## config.mk

```make
export PLATFORM = sky130hd
export DESIGN_NAME = rvdebugmodule
export DESIGN_NICKNAME = d
export VERILOG_FILES = /design/src/rtl/rvdebug_pkg.sv /design/src/rtl/rvdebugmodule.sv
export SDC_FILE = /design/constraint.sdc
export NUM_CORES = 1
export LEC_CHECK = 0
export BUFFER_PORTS_ARGS = -buffer_cell sky130_fd_sc_hd__buf_2
export CAP_MARGIN = 20
export CORE_MARGIN = 5
export CORE_UTILIZATION = 59
export CTS_CLUSTER_DIAMETER = 60
export DETAILED_ROUTE_END_ITERATION = 12
export PLACE_DENSITY = 0.92
export SLEW_MARGIN = 30
export SYNTH_ARGS = -nofsm -noshare
export SYNTH_HDL_FRONTEND = slang
export SYNTH_SLANG_ARGS = --single-unit
```

## constraint.sdc

```tcl
create_clock -name clk -period 4.35 [get_ports clk]
set_input_delay 0.435 -clock clk [delete_from_list [all_inputs] [get_ports clk]]
set_output_delay 0.435 -clock clk [all_outputs]
set_load 0.01 [all_outputs]
```

## src/rtl/rvdebug_pkg.sv

```systemverilog
// Shared encodings for the debug module: DMI ops/responses, register map,
// sbcs field positions and the request-handling state machine.
package rvdebug_pkg;

  localparam logic [1:0] OP_NOP   = 2'd0;
  localparam logic [1:0] OP_READ  = 2'd1;
  localparam logic [1:0] OP_WRITE = 2'd2;
  localparam logic [1:0] OP_RSVD  = 2'd3;

  localparam logic [1:0] RESP_OK   = 2'd0;
  localparam logic [1:0] RESP_FAIL = 2'd2;

  localparam logic [6:0] ADDR_DATA0      = 7'h04;
  localparam logic [6:0] ADDR_DMCONTROL  = 7'h10;
  localparam logic [6:0] ADDR_DMSTATUS   = 7'h11;
  localparam logic [6:0] ADDR_SBCS       = 7'h38;
  localparam logic [6:0] ADDR_SBADDRESS0 = 7'h39;
  localparam logic [6:0] ADDR_SBDATA0    = 7'h3C;

  localparam int SBCS_BUSY       = 21;
  localparam int SBCS_READONADDR = 20;
  localparam int SBCS_AUTOINC    = 16;
  localparam int SBCS_READONDATA = 15;
  localparam int SBCS_ERR_LSB    = 12;

  // sbversion=1, sbaccess=2 (32-bit), sbasize=32, sbaccess32 supported
  localparam logic [31:0] SBCS_FIXED = 32'h2004_0404;
  localparam logic [2:0]  SBERR_ALIGN = 3'd3;

  typedef enum logic [2:0] {
    S_IDLE,
    S_DECODE,
    S_SB_REQ,
    S_SB_WAIT,
    S_RESP
  } dm_state_e;

  function automatic logic [31:0] sbcs_word(input logic busy, input logic roa,
                                            input logic ai, input logic rod,
                                            input logic [2:0] err);
    logic [31:0] w;
    w = SBCS_FIXED;
    w[SBCS_BUSY]       = busy;
    w[SBCS_READONADDR] = roa;
    w[SBCS_AUTOINC]    = ai;
    w[SBCS_READONDATA] = rod;
    w[SBCS_ERR_LSB +: 3] = err;
    return w;
  endfunction

endpackage

```

## src/rtl/rvdebugmodule.sv

```systemverilog
// DMI target: decodes one request at a time, answers from dmcontrol/dmstatus/
// data0/sbcs, and runs single-outstanding 32-bit system-bus accesses.
module rvdebugmodule
  import rvdebug_pkg::*;
#(
  parameter int ADDR_W            = 32,
  parameter bit RESET_VECTOR_HALT = 1'b0
) (
  input  logic              clk,
  input  logic              reset,
  input  logic              debug_req_valid,
  output logic              debug_req_ready,
  input  logic [6:0]        debug_req_bits_addr,
  input  logic [1:0]        debug_req_bits_op,
  input  logic [31:0]       debug_req_bits_data,
  output logic              debug_resp_valid,
  input  logic              debug_resp_ready,
  output logic [1:0]        debug_resp_bits_resp,
  output logic [31:0]       debug_resp_bits_data,
  output logic              mem_req_valid,
  input  logic              mem_req_ready,
  output logic [ADDR_W-1:0] mem_req_addr,
  output logic [31:0]       mem_req_wdata,
  output logic              mem_req_wr,
  input  logic              mem_resp_valid,
  input  logic [31:0]       mem_resp_rdata,
  input  logic              core_halted,
  output logic              dm_haltreq,
  output logic              dm_ndmreset
);

  dm_state_e         state;
  logic [6:0]        req_addr;
  logic [1:0]        req_op;
  logic [31:0]       req_data;
  logic [31:0]       data0;
  logic [31:0]       sbdata0;
  logic [ADDR_W-1:0] sbaddress0;
  logic [2:0]        sberror;
  logic              sbreadonaddr, sbreadondata, sbautoincrement;
  logic              haltreq, ndmreset, dmactive;
  logic              sb_wr;
  logic              resp_valid_q, mem_req_valid_q;
  logic [1:0]        resp_q;
  logic [31:0]       resp_data_q;

  logic [31:0] rd_data;
  logic        sb_busy, wr_op, rd_op;
  logic        trig_addr, trig_wdata, trig_rdata, trig_any;
  logic [1:0]  trig_align;
  logic        sb_go, sb_misalign;

  assign sb_busy = (state == S_SB_REQ) || (state == S_SB_WAIT);
  assign wr_op   = (req_op == OP_WRITE);
  assign rd_op   = (req_op == OP_READ);

  always_comb begin
    rd_data = '0;
    case (req_addr)
      ADDR_DATA0:      rd_data = data0;
      ADDR_DMCONTROL:  rd_data = {haltreq, 29'd0, ndmreset, dmactive};
      ADDR_DMSTATUS:   rd_data = {20'd0, ~core_halted, ~core_halted, core_halted,
                                  core_halted, 1'b1, 3'd0, 4'd2};
      ADDR_SBCS:       rd_data = sbcs_word(sb_busy, sbreadonaddr, sbautoincrement,
                                           sbreadondata, sberror);
      ADDR_SBADDRESS0: rd_data = 32'(sbaddress0);
      ADDR_SBDATA0:    rd_data = sbdata0;
      default:         rd_data = '0;
    endcase
  end

  // An sbaddress0 write checks alignment of the address being written.
  assign trig_addr   = wr_op && (req_addr == ADDR_SBADDRESS0) && sbreadonaddr;
  assign trig_wdata  = wr_op && (req_addr == ADDR_SBDATA0);
  assign trig_rdata  = rd_op && (req_addr == ADDR_SBDATA0) && sbreadondata;
  assign trig_any    = trig_addr || trig_wdata || trig_rdata;
  assign trig_align  = trig_addr ? req_data[1:0] : sbaddress0[1:0];
  assign sb_go       = trig_any && (sberror == 3'd0) && (trig_align == 2'd0);
  assign sb_misalign = trig_any && (sberror == 3'd0) && (trig_align != 2'd0);

  always_ff @(posedge clk) begin
    if (reset) begin
      state           <= S_IDLE;
      req_addr        <= '0;
      req_op          <= OP_NOP;
      req_data        <= '0;
      data0           <= '0;
      sbdata0         <= '0;
      sbaddress0      <= '0;
      sberror         <= '0;
      sbreadonaddr    <= 1'b0;
      sbreadondata    <= 1'b0;
      sbautoincrement <= 1'b0;
      haltreq         <= RESET_VECTOR_HALT;
      ndmreset        <= 1'b0;
      dmactive        <= 1'b0;
      sb_wr           <= 1'b0;
      resp_valid_q    <= 1'b0;
      mem_req_valid_q <= 1'b0;
      resp_q          <= RESP_OK;
      resp_data_q     <= '0;
    end else begin
      case (state)
        S_IDLE: begin
          if (debug_req_valid) begin
            req_addr <= debug_req_bits_addr;
            req_op   <= debug_req_bits_op;
            req_data <= debug_req_bits_data;
            state    <= S_DECODE;
          end
        end
        S_DECODE: begin
          resp_q      <= RESP_OK;
          resp_data_q <= '0;
          case (req_op)
            OP_NOP:  ;
            OP_READ: resp_data_q <= rd_data;
            OP_WRITE: begin
              case (req_addr)
                ADDR_DATA0: data0 <= req_data;
                ADDR_DMCONTROL: begin
                  haltreq  <= req_data[31];
                  ndmreset <= req_data[1];
                  dmactive <= req_data[0];
                end
                ADDR_SBCS: begin
                  sbreadonaddr    <= req_data[SBCS_READONADDR];
                  sbautoincrement <= req_data[SBCS_AUTOINC];
                  sbreadondata    <= req_data[SBCS_READONDATA];
                  sberror         <= sberror & ~req_data[SBCS_ERR_LSB +: 3];
                end
                ADDR_SBADDRESS0: sbaddress0 <= req_data[ADDR_W-1:0];
                ADDR_SBDATA0:    sbdata0    <= req_data;
                default: ;
              endcase
            end
            OP_RSVD: resp_q <= RESP_FAIL;
            default: ;
          endcase
          if (sb_misalign) sberror <= SBERR_ALIGN;
          if (sb_go) begin
            sb_wr           <= trig_wdata;
            mem_req_valid_q <= 1'b1;
            state           <= S_SB_REQ;
          end else begin
            resp_valid_q <= 1'b1;
            state        <= S_RESP;
          end
        end
        S_SB_REQ: begin
          if (mem_req_ready) begin
            mem_req_valid_q <= 1'b0;
            state           <= S_SB_WAIT;
          end
        end
        S_SB_WAIT: begin
          if (mem_resp_valid) begin
            if (!sb_wr) sbdata0 <= mem_resp_rdata;
            if (sbautoincrement) sbaddress0 <= sbaddress0 + ADDR_W'(4);
            resp_valid_q <= 1'b1;
            state        <= S_RESP;
          end
        end
        S_RESP: begin
          if (debug_resp_ready) begin
            resp_valid_q <= 1'b0;
            state        <= S_IDLE;
          end
        end
        default: state <= S_IDLE;
      endcase
    end
  end

  assign debug_req_ready      = (state == S_IDLE);
  assign debug_resp_valid     = resp_valid_q;
  assign debug_resp_bits_resp = resp_q;
  assign debug_resp_bits_data = resp_data_q;
  assign mem_req_valid        = mem_req_valid_q;
  assign mem_req_addr         = sbaddress0;
  assign mem_req_wdata        = sbdata0;
  assign mem_req_wr           = sb_wr;
  assign dm_haltreq           = haltreq;
  assign dm_ndmreset          = ndmreset;

endmodule
```

==> metrics.yaml, run 1 <==
status: "finished, final reports clean"
die_y_um: 130
design_area_um2: 10200
min_path_cells: 3
setup_viol: 0
layout-drive-gt1-share_pct: 21.1
yosys_warnings: 0
place_ws_ns: 1.18
synth_top_area_share_pct: 43.3
syn_inst: 1092
async_flop_share_pct: 0
dieArea_um2: 17000
initial_core_util_pct: 59.6
root_buffer: "clkbuf_16"
p_comb_share_pct: 6.3
dr.first_iter.drc_count: 1611
layout_worst_path_cycle_share_pct: 75.5
timing.final.ws_setup_ns: 1.07
layout.nets: 1297
r2r_end: "data0[16]$_SDFFE_PP0P_"
viasPerCell: 6.50
first_pass_iters: 9
p_switching_mw: 0.869
wl_per_cell_um: 20.0
multi_input_area_um2: 4470
rr_startpoint: "state[1]$_SDFFE_PP0P_"
p_leak_nw: 3.84
final_max_slew_viol_count: 0
drtAntennaViolNets: 0
clkPwrFrac_pct: 48.2
synth-edff-count: 0
cp-start-kind: "register"
n_fill_cell: 1101
wirelength_um: 28200
cts_buffer_depth: 2
critPathKind: "reg -> reg"
row_count: 44
grt_usage_pct: 32.5
fmax_mhz: 305
seqCellArea_um2: 3700
core_um2: 14400
synth_nets: 1173
post-dp-hpwl_um: 19000
r2r_cells: 6
slew-limit-headroom_pct: 41.1
grt_overflow: 0
io_pins: 184
num_vias: 9174
htree_levels: 4
drv_cap: 0
cellPowerDensity_nw_per_um2: 382
cts_tree: "yes"
cts_sinks: 185
rsz0062_at_grt: "false"
cts_setup_buffers: 0
synth_area_per_cell_um2: 7.84
skew_ns: 0.00597
yosysTopAreaCell: "dfxtp_1"
crit_path_max_fanout: 33
intPower_mw: 3.03
cp-end-kind: "register"
synth-seq-cells: 185
die_x_um: 130
critPathRequiredTime_ns: 4.70
antenna_found_initial: 0
seqPwrFrac_pct: 45.5
hold_viol_final: 0
switching_share_pct: 22.3
fin_hold_ws_ns: 0.241
layout_min_cycle_time_ns: 3.28
cts_resized: 0
yosysSeqAreaShare_pct: 43.3
setup_tns_ns: 0
r2r_slack_ns: 1.07
cts_made_buffers: 17
min_to: "req_data[21]$_SDFFE_PP0P_"
min_path_type: "in -> reg"
clk_latency_ns: 0.43
syn_to_final_growth_pct: 19.2
hold_start: "debug_req_bits_data[21]"
synth_ff_type: "dfxtp_1"
n_antenna_cell: 0
crit_arrival_ns: 3.63
synthTopCellsByArea: "dfxtp_1 43%, nand2_1 12%, a21oi_1 7.5%, nor2_1 3.9%, clkbuf_1 3.4%"
grt_pass1_vias: 8492
routabilityCongestion: 0.985
cts_hold_buf: 0
post_dp_cell_area_um2: 9470
tightest_slew_ns: 0.883
port_buffers: 182
peakVddDrop_mv: 0.366
synth_area_um2: 8560
synth_cell_types: 70
drc: 0
clk_pin_slew_ns: 0.07
grt_pass1_wl_um: 43700
grt_max_degree: 69
==> critical path: stages (launching register included) <==
cell and delay [ns]:
dfxtp_1 0.47, or3b_2 0.90, nor2_1 0.50, and2_1 0.78, buf_4 0.32, nand2_1 0.07, a21oi_1 0.15
==> cell usage after synthesis, types with 5 or more instances <==
master	count
nand2b_1	6
o21ai_0	35
and3_1	7
nand2_1	270
inv_1	9
a211oi_1	8
nor4_1	6
a311oi_2	10
a222oi_1	17
a22o_1	11
dfxtp_1	185
nand3_1	21
and2_1	12
nor2b_1	5
o22ai_1	5
a311oi_1	25
nor2_1	88
a2bb2oi_1	18
a21o_1	10
a21oi_1	128
clkbuf_1	77
a22oi_1	10
buf_2	9
nor3_1	9
nand4_1	17
mux2i_1	5
==> power by group through the flow <==
stage               clock (mW)  combinational, mW  sequential [mW]
finish                    1.88              0.246             1.77
detailed placement           0              0.237             1.81
global route              1.95              0.268             1.77
CTS                       1.88              0.240             1.77
global placement             0              0.231             1.81
floorplan                    0              0.160             1.78
==> metal layers <==
metal | global-route usage, % | wire (µm) | part of all wire [%] | vias to the layer above
li1 | - | - | - | 4178
met1 | 41.6 | 10600 | 38 | 4295
met2 | 54.2 | 13400 | 47 | 625
met3 | 7.24 | 3310 | 12 | 76
met4 | 12.0 | 895 | 3.2 | 0
met5 | 0 | 0 | 0 | -
==> flip-flops by register name, summed over array words and instances (netlist names) <==
signal,flops
sbautoincrement,1
mem_req_wdata,32
sbreadondata,1
dm_haltreq,1
debug_resp_bits_resp,1
state,3
mem_req_valid,1
sbreadonaddr,1
debug_resp_bits_data,32
mem_req_addr,32
req_addr,7
data0,32
dmactive,1
mem_req_wr,1
dm_ndmreset,1
debug_resp_valid,1
req_data,32
req_op,2
sberror,3
==> cell type report <==
type	count	share of cell area, %
clock buffer	19	4.44
inverter	9	0.331
timing repair buffer	200	10.3
sequential	185	36.3
multi-input combinational	803	43.8
clock inverter	12	2.62
tap	184	2.26
==> worst max path at each step <==
stage | slack (ns) | from | endpoint | cells after the start
finish | 1.07 | state[1]$_SDFFE_PP0P_ | data0[16]$_SDFFE_PP0P_ | 6
global route | 0.91 | state[1]$_SDFFE_PP0P_ | data0[16]$_SDFFE_PP0P_ | 6
CTS | 1.11 | state[1]$_SDFFE_PP0P_ | data0[16]$_SDFFE_PP0P_ | 6
detailed placement | 1.18 | state[1]$_SDFFE_PP0P_ | data0[11]$_SDFFE_PP0P_ | 6
global placement | 1.31 | req_addr[0]$_SDFFE_PP0P_ | mem_req_wdata[14]$_SDFFE_PP0P_ | 6
floorplan | 2.19 | req_addr[4]$_SDFFE_PP0P_ | mem_req_addr[29]$_SDFFE_PP0P_ | 9
==> cells in the final DEF, fill, tap and decap left out, types with 10 or more instances in the layout <==
master | Yosys | routed
a21o_1 | 10 | 10
buf_2 | 9 | 181
a311oi_2 | 10 | 10
a311oi_1 | 25 | 25
nor2_1 | 88 | 87
a22o_1 | 11 | 11
o21ai_0 | 35 | 35
nand4_1 | 17 | 17
a222oi_1 | 17 | 17
nand3_1 | 21 | 21
dfxtp_1 | 185 | 185
buf_4 | 4 | 19
and2_1 | 12 | 13
a22oi_1 | 10 | 10
nand2_1 | 270 | 269
a2bb2oi_1 | 18 | 18
a21oi_1 | 128 | 128
clkbuf_16 | 0 | 17
==> stage by stage <==
| stage | power (mW) | std cells | util (%) |
|---|---|---|---|
| 2_1_floorplan | 1.94 | 1092 | - |
| 3_3_place_gp | 2.04 | 1381 | 65.8 |
| 3_5_place_dp | 2.04 | 1381 | 65.9 |
| 4_1_cts | 3.89 | 1412 | 70.9 |
| 5_1_grt | 4.00 | 1412 | 71.0 |
| 6_report | 3.90 | 1412 | 71.0 |
==> logic make-up after synthesis <==
logic type               share of synthesized area [%]
adder cells (fa/ha/maj)                          0.146
other                                           0.0438
AND/OR/NAND/NOR                                   24.1
AO/OA/AOI/OAI                                     26.7
flip-flops                                        43.3
buffers and inverters                             5.04
multiplexers                                     0.716
(Power assumes the default switching activity.)
==> run 2: changes to the inputs <==
--- a/config.mk
+++ b/config.mk
@@ -5,13 +5,14 @@
 export SDC_FILE = /design/constraint.sdc
 export NUM_CORES = 1
 export LEC_CHECK = 0
+export ABC_AREA = 1
 export BUFFER_PORTS_ARGS = -buffer_cell sky130_fd_sc_hd__buf_2
 export CAP_MARGIN = 20
 export CORE_MARGIN = 5
-export CORE_UTILIZATION = 59
+export CORE_UTILIZATION = 50
 export CTS_CLUSTER_DIAMETER = 60
 export DETAILED_ROUTE_END_ITERATION = 12
-export PLACE_DENSITY = 0.92
+export PLACE_DENSITY = 0.84
 export SLEW_MARGIN = 30
 export SYNTH_ARGS = -nofsm -noshare
 export SYNTH_HDL_FRONTEND = slang
==> constraint.sdc (replaced) <==
create_clock -name clk -period 3 [get_ports clk]
set_input_delay 0.3 -clock clk [delete_from_list [all_inputs] [get_ports clk]]
set_output_delay 0.3 -clock clk [all_outputs]
set_load 0.01 [all_outputs]
==> metrics.yaml, run 2 <==
routed.top_layer: "met4"
root_buffer: "clkbuf_16"
layout_worst_path_cycle_share_pct: 85.3  # +9.8 points
clk_pin_slew_ns: 0.07  # about the same
synth_top_area_share_pct: 42.6  # -0.65 points
p_switching_mw: 2.77  # +220%
first_pass_iters: 9  # unchanged
core_um2: 17200  # +20%
switching_share_pct: 36.4  # +14 points
drv_cap: 0  # unchanged
grt_pass1_wl_um: 43700  # about the same
n_antenna_cell: 0  # unchanged
dieArea_um2: 20100  # +18%
setup_tns_ns: 0  # unchanged
clkPwrFrac_pct: 30.6  # -18 points
synth_ff_type: "dfxtp_1"
layout.nets: 1445  # +11%
slew-limit-headroom_pct: 42.3  # +1.2 points
synth_nets: 1297  # +11%
rsz0062_at_grt: "false"
yosysSeqAreaShare_pct: 42.6  # -0.65 points
viasPerCell: 5.63  # -13%
dr.first_iter.drc_count: 1291  # -20%
wirelength_um: 28000  # -0.91%
yosysTopAreaCell: "dfxtp_1"
critPathRequiredTime_ns: 3.33  # -1.37 ns
fmax_mhz: 391  # +28%
grt_overflow: 0  # unchanged
grt_max_degree: 80  # +16%
num_vias: 9008  # -1.8%
skew_ns: 0.00865  # +0.00269 ns
async_flop_share_pct: 0  # unchanged
layout-drive-gt1-share_pct: 22.7  # +1.7 points
critPathKind: "reg -> reg"
p_leak_nw: 4.29  # +12%
intPower_mw: 4.84  # +60%
synthTopCellsByArea: "dfxtp_1 43%, nand2_1 11%, o21ai_0 6.9%, a21oi_1 5.5%, inv_1 4.2%"
post-dp-hpwl_um: 20100  # +5.7%
antenna_found_initial: 0  # unchanged
setup_viol: 0  # unchanged
hold_viol_final: 0  # unchanged
cts_buffer_depth: 2  # unchanged
synth_cell_types: 42  # -40%
met1_length_um: 11900  # +13%
r2r_slack_ns: 0.44  # -0.63 ns
cts_sinks: 185  # unchanged
grt_pass1_vias: 8205  # -3.4%
seqPwrFrac_pct: 41.8  # -3.7 points
cts_setup_buffers: 0  # unchanged
drc: 0  # unchanged
initial_core_util_pct: 50.6  # -9.0 points
crit_path_max_fanout: 27  # -18%
row_count: 48  # +9.1%
die_x_um: 142  # +8.7%
cts_made_buffers: 17  # unchanged
die_y_um: 142  # +8.7%
cellPowerDensity_nw_per_um2: 735  # +92%
routabilityCongestion: 0.955  # -3.1%
syn_to_final_growth_pct: 19.2  # about the same
cts_resized: 0  # unchanged
drtAntennaViolNets: 0  # unchanged
synth_area_per_cell_um2: 7.15  # -8.8%
min_path_type: "in -> reg"
tightest_slew_ns: 0.857  # -0.0255 ns
yosys_warnings: 0  # unchanged
peakVddDrop_mv: 0.436  # +19%
wl_met2_um: 12300  # -7.8%
clk_latency_ns: 0.44  # about the same
layout_min_cycle_time_ns: 2.56  # -0.725 ns
grt_usage_pct: 27.4  # -5.2 points
final_max_slew_viol_count: 0  # unchanged
layout_commonest_cell: "nand2_1"
cp-end-kind: "register"
cp-start-kind: "register"
io_pins: 184  # unchanged
cts_tree: "yes"
synth_area_um2: 8690  # +1.5%
syn_inst: 1216  # +11%
synth-edff-count: 0  # unchanged
synth-seq-cells: 185  # unchanged
cts_hold_buf: 0  # unchanged
synthTopCellsByCount: "260 x nand2_1, 185 x dfxtp_1, 119 x o21ai_0"
crit_arrival_ns: 2.89  # -0.74 ns
htree_levels: 4  # unchanged
p_comb_share_pct: 27.6  # +21 points
yosysMostFrequentCell: "nand2_1"
route.met3.wl_um: 2820  # -15%
port_buffers: 182  # unchanged
wl_per_cell_um: 17.5  # -13%
mostFrequentLayoutCells: "259 x nand2_1, 185 x dfxtp_1, 182 x buf_2"
fin_hold_ws_ns: 0.123  # -0.117 ns
status: "finished, final reports clean"
-- run 2: changes by cell type after synthesis, moves of 31 or more --
cell,change
nand2_2,+32
a21oi_2,+31
o21ai_0,+84
inv_1,+89
nand3_1,+39
a21oi_1,-32
a31oi_1,+45
-- run 2: layout make-up --
cell class,count,area [µm²]
Tap cell,225,282
Fill cell,1616,6820
Multi-Input combinational cell,855,4290
Timing Repair Buffer,199,1080
Clock inverter,10,144
Inverter,106,400
Clock buffer,21,460
Sequential cell,185,3700
-- run 2: path summary, 6_finish.rpt --
check	start	endpoint	cells past startpoint
setup reg to reg	req_addr[4]$_SDFFE_PP0P_	mem_req_addr[13]$_SDFFE_PP0P_	10
setup / recovery	req_addr[4]$_SDFFE_PP0P_	mem_req_addr[13]$_SDFFE_PP0P_	10
hold reg to reg	debug_resp_valid$_SDFFE_PP0P_	debug_resp_valid$_SDFFE_PP0P_	2
hold / removal	mem_resp_rdata[15]	mem_req_wdata[15]$_SDFFE_PP0P_	3
-- run 2: per-stage QoR --
| stage | instances | cell area [µm²] | power (mW) | worst slack (ns) | util [%] |
|---|---|---|---|---|---|
| 2_1_floorplan | 1216 | 8690 | 4.49 | 1.21 | - |
| 3_3_place_gp | 1570 | 9760 | 5.25 | 0.606 | 56.8 |
| 3_5_place_dp | 1570 | 9760 | 5.28 | 0.515 | 56.8 |
| 4_1_cts | 1601 | 10400 | 7.59 | 0.503 | 60.3 |
| 5_1_grt | 1601 | 10400 | 7.99 | 0.172 | 60.3 |
| 6_report | 1601 | 10400 | 7.61 | 0.441 | 60.3 |
-- run 2: power by group through the flow --
stage / combinational [mW] / clock, mW / sequential [mW]
after floorplan: 1.27 / 0 / 3.21
after global placement: 2.04 / 0 / 3.21
after detailed placement: 2.07 / 0 / 3.22
after CTS: 2.08 / 2.35 / 3.16
after global routing: 2.31 / 2.45 / 3.22
final: 2.10 / 2.33 / 3.18
-- run 2: cells by family (layout without fill, tap and decap cells) --
logic type / count (synthesis) / in the layout / share of synthesized area [%]
AO/OA/AOI/OAI: 344 / 344 / 22.8
XOR/XNOR: 16 / 16 / 1.61
adder cells (fa/ha/maj): 1 / 1 / 0.144
buffers and inverters: 176 / 336 / 8.18
flip-flops: 185 / 185 / 42.6
other: 1 / 1 / 0.0431
AND/OR/NAND/NOR: 493 / 493 / 24.6
-- run 2: routing by layer --
layer,GRT usage [%],up-vias
li1,-,4356
met1,38.8,4079
met2,40.7,514
met3,5.70,59
met4,11.2,0
met5,0,-
-- run 2: critical path, cell delays in order, from the launching register on --
cell and delay, ns:
dfxtp_1 0.43, nand2_1 0.09, nor2_2 0.24, nand2_4 0.21, clkinv_2 0.29, nor2_1 0.12
nor3_4 0.20, buf_4 0.32, inv_2 0.21, o21ai_0 0.21, a21oi_1 0.08
